$ cat src/rtl/fft_pkg.sv
//----------------------------------------------------------------------------
// fft_pkg : shared constants, complex sample type and bit-reverse helper
// Revision: 1.0
//----------------------------------------------------------------------------
`default_nettype none

package fft_pkg;

  localparam int DATA_W = 32;
  localparam int FRAC_W = 23;
  localparam int N      = 8;
  localparam int LOG2N  = 3;

  typedef struct packed {
    logic signed [DATA_W-1:0] re;
    logic signed [DATA_W-1:0] im;
  } cplx_t;

  // Reverse the low 'width' bits of idx; upper bits of the result are zero.
  function automatic int unsigned bitrev(input int unsigned idx, input int unsigned width);
    int unsigned r;
    r = 0;
    for (int unsigned b = 0; b < width; b++) begin
      r = (r << 1) | ((idx >> b) & 32'd1);
    end
    return r;
  endfunction

endpackage

`default_nettype wire

$ cat src/rtl/fft_pp_bank.sv
//----------------------------------------------------------------------------
// fft_pp_bank : N-lane complex register bank with single-lane write decode
// Revision: 1.0
//----------------------------------------------------------------------------
`default_nettype none

module fft_pp_bank #(
  parameter int DATA_W = 32,
  parameter int N      = 8,
  parameter int LOG2N  = 3
) (
  input  logic                clk,
  input  logic                rst_n,
  input  logic                wr_en,
  input  logic [LOG2N-1:0]    wr_lane,
  input  logic [DATA_W-1:0]   wr_real,
  input  logic [DATA_W-1:0]   wr_imag,
  output logic [N*DATA_W-1:0] rd_real,
  output logic [N*DATA_W-1:0] rd_imag
);

  for (genvar j = 0; j < N; j++) begin : g_lane
    logic [DATA_W-1:0] lane_re;
    logic [DATA_W-1:0] lane_im;

    always_ff @(posedge clk or negedge rst_n) begin
      if (!rst_n) begin
        lane_re <= '0;
        lane_im <= '0;
      end else if (wr_en && (wr_lane == LOG2N'(j))) begin
        lane_re <= wr_real;
        lane_im <= wr_imag;
      end
    end

    assign rd_real[j*DATA_W +: DATA_W] = lane_re;
    assign rd_imag[j*DATA_W +: DATA_W] = lane_im;
  end

endmodule

`default_nettype wire

$ cat src/rtl/fft_in_reorder.sv
//----------------------------------------------------------------------------
// fft_in_reorder : natural-order sample stream -> bit-reversed N-lane frames
// Revision: 1.0
//----------------------------------------------------------------------------
`default_nettype none

module fft_in_reorder
  import fft_pkg::bitrev;
#(
  parameter int DATA_W = fft_pkg::DATA_W,
  parameter int N      = fft_pkg::N,
  parameter int LOG2N  = fft_pkg::LOG2N
) (
  input  logic                clk,
  input  logic                rst_n,
  input  logic                in_valid,
  output logic                in_ready,
  input  logic                in_last,
  input  logic [DATA_W-1:0]   in_real,
  input  logic [DATA_W-1:0]   in_imag,
  output logic                out_valid,
  input  logic                out_ready,
  output logic [N*DATA_W-1:0] out_real,
  output logic [N*DATA_W-1:0] out_imag,
  output logic                frame_err
);

  logic [1:0]          full;
  logic                wr_bank;
  logic                rd_bank;
  logic [LOG2N-1:0]    wr_idx;

  logic                accept;
  logic                last_idx;
  logic                complete;
  logic                drop;
  logic                consume;
  logic                sel;
  logic [LOG2N-1:0]    wr_lane;
  logic [N*DATA_W-1:0] bank_real [2];
  logic [N*DATA_W-1:0] bank_imag [2];

  assign in_ready = !full[wr_bank];
  assign accept   = in_valid & in_ready;
  assign last_idx = (wr_idx == LOG2N'(N-1));
  assign complete = accept & last_idx;
  assign drop     = accept & in_last & !last_idx;
  assign consume  = out_valid & out_ready;
  assign wr_lane  = LOG2N'(bitrev(32'(wr_idx), LOG2N));

  // On consume the output register looks ahead to the other bank so a
  // waiting frame follows with no bubble.
  assign sel = consume ? ~rd_bank : rd_bank;

  for (genvar b = 0; b < 2; b++) begin : g_bank
    fft_pp_bank #(
      .DATA_W (DATA_W),
      .N      (N),
      .LOG2N  (LOG2N)
    ) u_bank (
      .clk     (clk),
      .rst_n   (rst_n),
      .wr_en   (accept & !drop & (wr_bank == 1'(b))),
      .wr_lane (wr_lane),
      .wr_real (in_real),
      .wr_imag (in_imag),
      .rd_real (bank_real[b]),
      .rd_imag (bank_imag[b])
    );
  end

  always_ff @(posedge clk or negedge rst_n) begin
    if (!rst_n) begin
      full      <= '0;
      wr_bank   <= 1'b0;
      rd_bank   <= 1'b0;
      wr_idx    <= '0;
      out_valid <= 1'b0;
      out_real  <= '0;
      out_imag  <= '0;
      frame_err <= 1'b0;
    end else begin
      // consume and complete always target different banks
      if (consume) begin
        full[rd_bank] <= 1'b0;
        rd_bank       <= ~rd_bank;
      end
      if (complete) begin
        full[wr_bank] <= 1'b1;
        wr_bank       <= ~wr_bank;
      end

      if (complete || drop) begin
        wr_idx <= '0;
      end else if (accept) begin
        wr_idx <= wr_idx + LOG2N'(1);
      end

      frame_err <= (complete & !in_last) | drop;

      out_valid <= full[sel];
      out_real  <= full[sel] ? bank_real[sel] : '0;
      out_imag  <= full[sel] ? bank_imag[sel] : '0;
    end
  end

endmodule

`default_nettype wire

$ cat config.mk
export PLATFORM = sky130hd
export DESIGN_NAME = fft_in_reorder
export DESIGN_NICKNAME = d
export VERILOG_FILES = /design/src/rtl/fft_pkg.sv /design/src/rtl/fft_pp_bank.sv /design/src/rtl/fft_in_reorder.sv
export SDC_FILE = /design/constraint.sdc
export NUM_CORES = 2
export LEC_CHECK = 0
export ABC_AREA = 1
export BUFFER_PORTS_ARGS = -buffer_cell sky130_fd_sc_hd__clkbuf_2
export CAP_MARGIN = 40
export CORE_MARGIN = 2
export CORE_UTILIZATION = 54
export DETAILED_ROUTE_END_ITERATION = 6
export GPL_TIMING_DRIVEN = 1
export PLACE_DENSITY = 0.75
export REMOVE_ABC_BUFFERS = 1
export SYNTH_ARGS = -nofsm -noshare
export SYNTH_HDL_FRONTEND = slang
export SYNTH_SLANG_ARGS = --single-unit
$ cat constraint.sdc
create_clock -name clk -period 2.2 [get_ports clk]
set_input_delay 0.22 -clock clk [delete_from_list [all_inputs] [get_ports clk]]
set_output_delay 0.22 -clock clk [all_outputs]
set_load 0.005 [all_outputs]
---- After elaboration in Yosys (flattened, before gate mapping) ----
Index checks and enable logic that the tools add are counted.
Widths: inputs -> output; s select.
operators by class
  $add $sub $neg .......................... 1
  $mul .................................... 0
  divide/modulo/power cells ............... 0
  order comparisons ....................... 6
  equality and inequality tests ........... 8
  shift-type cells ........................ 0
  muxes and demuxes ....................... 21
  bitwise logic cells ..................... 18
  reduce and logical (&&, ||, !) cells .... 25
operator list
  cell                 count
  $mux 256             8
  $logic_and 1x1->1    18
  $eq 3x3->1 const B   5
  $and 1x1->1          9
  $mux 1               7
  $eq 3x2->1 const B   2
  $lt 1x2->1 const B   3
  $mux 3               2
  $logic_not 1->1      4
  $mux 2               2
  $add 3x1->3 const B  1
  $eq 3x1->1 const B   1
  $logic_not 3->1      1
  $or 3x1->3           1
  $and 2x2->2          1
  $demux 1 s1          2
  $ge 1x1->1 const B   2
  $ge 2x2->1 const B   1
  $not 1->1            2
  $not 1->2            1
  $not 2->2            1
  $or 2x1->2           1
  $or 2x2->2           1
  $reduce_bool 2->1    1
  other kinds (2)      2
storage, ports and cells
  register bits after elaboration ......... 1545
  bits in latches ......................... 0
  memory bits (writable) .................. 0
  memory bits (read-only) ................. 0
  bits of input ports ..................... 69
  output and inout port bits .............. 515
  word-level logic and storage cells ...... 119
  memories ................................ 0

---- Depth between registers and ports, before layout ----
  depth in word-level cells ............... 10
  depth in mapped cells ................... 10
  gate-level depth less buffers ........... 8

---- Cells and area by module ----
A second synthesis with hierarchy kept.
second synthesis, totals
  cell total of the unflattened synthesis .. 7885
  area, all modules ....................... 64740.8 sq um
modules (own cells, without submodules)
  module          instances  cells an instance  area an instance (sq um)  sequential area each (sq um)
  fft_pp_bank     2          2267               20000.4                   12812.3
  fft_in_reorder  1          3351               24740.0                   13037.5

---- Worst setup path after synthesis ----
OpenSTA, ideal clock, no wires.
  path type ............................... reg2reg
  start point ............................. register wr_idx[1]
  end point ............................... register g_bank[1].u_bank.g_lane[2].lane_im[10]
  library setup time ...................... 66 ps
  arrival time ............................ 2077 ps
  required time ........................... 2134 ps
  slack ................................... 57 ps
  cell stages (with the launch flop) ...... 10
  path buffers ............................ 2
  period minus slack after synthesis ...... 2143 ps
  cells stage by stage .................... dfrtp_1 -> ha_1 -> ha_1 -> nor2_1 -> nor2_8 -> buf_4 -> nand3_2 -> clkbuf_1 -> nand2_1 -> nand2_1
between the ends
  cells in the longest elaborated chain, start to end .. 7
  elaborated cells between the ends (all ways) .. 10
  classes of those cells .................. 2 x eq/ne; 5 x bitwise; 3 x reduce/logical
ends and longest elaborated chain
  what                       line                  source
  start, declared            fft_in_reorder.sv:31  logic [LOG2N-1:0] wr_idx;
  start signal, assigned     fft_in_reorder.sv:96  wr_idx <= wr_idx + LOG2N'(1);
  $eq 3x3->1                 fft_in_reorder.sv:45  assign last_idx = (wr_idx == LOG2N'(N-1));
  $logic_not 1->1            fft_in_reorder.sv:47  assign drop = accept & in_last & !last_idx;
  $and 1x1->1                fft_in_reorder.sv:47
  $logic_not 1->1            fft_in_reorder.sv:63  .wr_en (accept & !drop & (wr_bank == 1'(b))),
  $and 1x1->1 (2 in series)  fft_in_reorder.sv:63
  $logic_and 1x1->1 (*)      fft_pp_bank.sv:30     end else if (wr_en && (wr_lane == LOG2N'(j))) begin
  end signal, assigned       fft_pp_bank.sv:32     lane_im <= wr_imag;
  end, declared              fft_pp_bank.sv:24     logic [DATA_W-1:0] lane_im;
Mark *: on every way between the ends. The rest lies on a longest branch, timed or not.
A chain may end at the register's enable or synchronous reset.

---- Worst setup path after layout ----
  start point ............................. register wr_bank
  end point ............................... output in_ready
between the ends
  cells in the longest elaborated chain, start to end .. 3
ends and longest elaborated chain
  what                                        line                  source
  start, declared                             fft_in_reorder.sv:29  logic wr_bank;
  start signal, assigned                      fft_in_reorder.sv:90  wr_bank <= ~wr_bank;
  $mux 1 (not written as such) (2 in series)  fft_in_reorder.sv:43  assign in_ready = !full[wr_bank];
  $logic_not 1->1                             fft_in_reorder.sv:43
  end, declared                               fft_in_reorder.sv:17  output logic in_ready,
Every way passes these cells. The select of a mux whose other input is x is not followed.

==> results.md <==
- Endpoints failing hold: 0
- Core footprint: 122000 um2
- Least-Margin Pin Slew: 1.37 ns
- Clk Latency, worst-skew pair: 0.80 ns
- Status: finished, final reports clean
- Largest net degree at the start of global routing: 215
- Initial antenna violation count: 7
- Synth Flop Type: dfrtp_1
- Clock Tree Buf Depth: 3
- Final period util: 95.6%
- Synth Area in Compound Gates: 0.0302%
- Wirelength per Cell: 20.3 um
- Crit start category: register
- Register area share after synthesis: 58.4%
- Vias in the first global route: 54100
- Via count: 56500
- # Max-Cap Violations: 0
- Via density: 5.65
- Layout net count: 8322
- Leak: 0.0466 uW
- Sequential Power Share: 42.1%
- Most common cell after layout, fill and taps aside: nand2_1
- Min-Delay Path Class: in2async
- Die area: 125000 um2
- Ys async rst share: 100%
- Final instance area: 77200 um2
- Worst vdd ir: 0.000838 V
- CTS root buf: clkbuf_16
- CTS clock-pin slew for the worst setup and hold paths: 0.06 ns
- Fin. max-slew vios: 0
- Initial Util: 54.4%
- Count of input and output buffers: 583
- Final setup vio count: 0
- DP HPWL: 119 mm
- Total CTS buffers: 156
- Synth Area in Adders: 0.0378%
- First-pass GRT wire length: 316 mm
- Clock Sinks: 1545
- Total Power: 82300 uW
- Clk_skew: 0.0222 ns
- Switching share of power: 34.6%
- Ratio of cells with drive above 1 in the final layout: 12.8%
- F_max: 475 MHz
- Clock share of power: 33.5%
- Layout area overhead: 16.6%
- Internal Power: 53800 uW
- Synthesis-stage register bit count: 1545
- Global route overflow: 0
- Ports: 584
- Most frequent cells in the layout: nand2_1, dfrtp_1, nand4_1
- Synth Instances: 7975
- XOR/XNOR share of the synthesized area: 0.0132%
- Post-synth EDFFs: 0
- Row count: 128
- Placer congestion estimate: 0.821
- GRT Overall Usage: 32.0%
- WL final: 203 mm
- Post-Synth Simple-Gate Area: 33.6%
- Die width: 354 um
- DRC Markers: 0
- Cell Area, Placed: 71100 um2
- Synthesized area per cell: 8.31 um2
- Synth warn: 0
- Combinational power share: 24.4%
- CTS tree: yes
- Die height: 354 um
- TritonRoute pass-1 iters: 6
- WS Path Type: reg2out
- Critical path fanouts, max: 4
- Crit. End Element: output pin
- Pwr Density: 1070 nW/um2
- Period minus WS final: 2.10 ns
- Post-synthesis cell type count: 25
- Mapped cell area: 66200 um2
- Mux cell area share after synthesis: 0%
- NetSw: 28500 uW
- ANT nets after route: 0
- Arr. time, crit path: 1.88 ns
- 1st-iter DRT viols: 7218
- Critical Path RT: 1.98 ns
- Worst rel slew slack: 8.79%
- CTS H-tree lvls: 4
- Largest family of logic cells by synthesized area: simple AND/OR/NAND/NOR gates
==> cell families (layout without fill, tap and decap cells) <==
family | Yosys count | count (layout)
AO/OA/AOI/OAI | 4 | 4
XOR/XNOR | 1 | 1
adder cells (fa/ha/maj) | 2 | 2
buffers and inverters | 1254 | 1653
flip-flops | 1545 | 1545
other | 0 | 1
AND/OR/NAND/NOR | 5169 | 5169
==> sequential cells by signal, summed over array words and instances (netlist names) <==
| signal | count |
|---|---|
| g_bank.u_bank.g_lane.lane_im | 512 |
| g_bank.u_bank.g_lane.lane_re | 512 |
| out_imag | 256 |
| out_real | 256 |
| wr_idx | 3 |
| full | 2 |
| frame_err | 1 |
| out_valid | 1 |
| rd_bank | 1 |
| wr_bank | 1 |
==> metrics by stage <==
stage | cells | setup TNS (ns) | setup WS [ns] | hold slack, ns | utilization (%)
2_1_floorplan | 7241 | - | -26.89 | -0.0756 | -
3_5_place_dp | 9642 | 0 | 0.0466 | 0.192 | 58.4
6_report | 10000 | 0 | 0.0962 | 0.240 | 63.4
3_3_place_gp | 9642 | 0 | 0.0886 | 0.192 | 58.4
5_1_grt | 10000 | -0.00534 | -0.00232 | 0.264 | 63.4
4_1_cts | 9993 | 0 | 0.000714 | 0.220 | 63.3
==> area by class of cell <==
| cell class | instances | area (um2) |
|---|---|---|
| flip-flops and latches | 1545 | 38700 |
| diodes | 1 | 2.50 |
| repair buffers | 852 | 6820 |
| clock inverters | 60 | 806 |
| fillers | 10000 | 44500 |
| clock buffers | 221 | 4500 |
| multi-input cells | 5176 | 22400 |
| inverters | 520 | 1990 |
| well taps | 1625 | 2030 |
==> what timing repair did <==
item	in CTS	in global routing
hold endpoints to repair	2160	0
resized for setup	0	14
endpoints found under the setup margin	0	686
hold buffers	70	0
setup buffers	0	4
==> critical path, cell delays in order, from the launching register on <==
cell	delay, ns
dfrtp_4	0.52
clkinv_16	0.08
nand2_2	0.08
and2_1	0.19
clkbuf_4	0.21
==> power groups by stage <==
stage | Clock [uW] | Sequential (uW) | Combinational, uW
after floorplan | 0 | 34700 | 8060
after global placement | 0 | 34900 | 19100
after detailed placement | 0 | 35000 | 19400
after CTS | 27800 | 34600 | 19600
after global routing | 29000 | 35100 | 21900
final | 27600 | 34600 | 20100
==> path summary, 6_finish.rpt <==
kind | depth (start not counted) | end | from | slack (ns)
max | 4 | in_ready | wr_bank | 0.1
min | 3 | out_real[217] | rst_n | 0.24
max reg2reg | 8 | out_real[215] | out_valid | 0.1
min reg2reg | 2 | g_bank[1].u_bank.g_lane[2].lane_im[21] | g_bank[1].u_bank.g_lane[2].lane_im[21] | 0.47
max in group asynchronous | 3 | g_bank[0].u_bank.g_lane[4].lane_im[4] | rst_n | 1.30
min in group clk | 2 | g_bank[1].u_bank.g_lane[2].lane_im[21] | g_bank[1].u_bank.g_lane[2].lane_im[21] | 0.47
==> routing by layer <==
metal / global-route usage [%] / vias up / part of all wire (%)
li1: - / 25600 / -
met1: 44.9 / 27300 / 39
met2: 48.3 / 3044 / 46
met3: 7.43 / 529 / 11
met4: 13.3 / 12 / 4.1
met5: 0 / - / 0.039
==> cell usage after synthesis (5+ instances only) <==
cell | n | share of area (%)
nand3_4 | 11 | 0.29
clkbuf_1 | 332 | 1.9
buf_2 | 278 | 2.1
nor3_4 | 7 | 0.17
buf_4 | 43 | 0.49
dfrtp_1 | 1545 | 58
nand4_1 | 1024 | 9.7
buf_1 | 77 | 0.44
inv_1 | 515 | 2.9
nand3_1 | 7 | 0.053
nand3_2 | 5 | 0.076
nand2_1 | 4110 | 23
No activity file was read; power rests on OpenSTA's default activity.
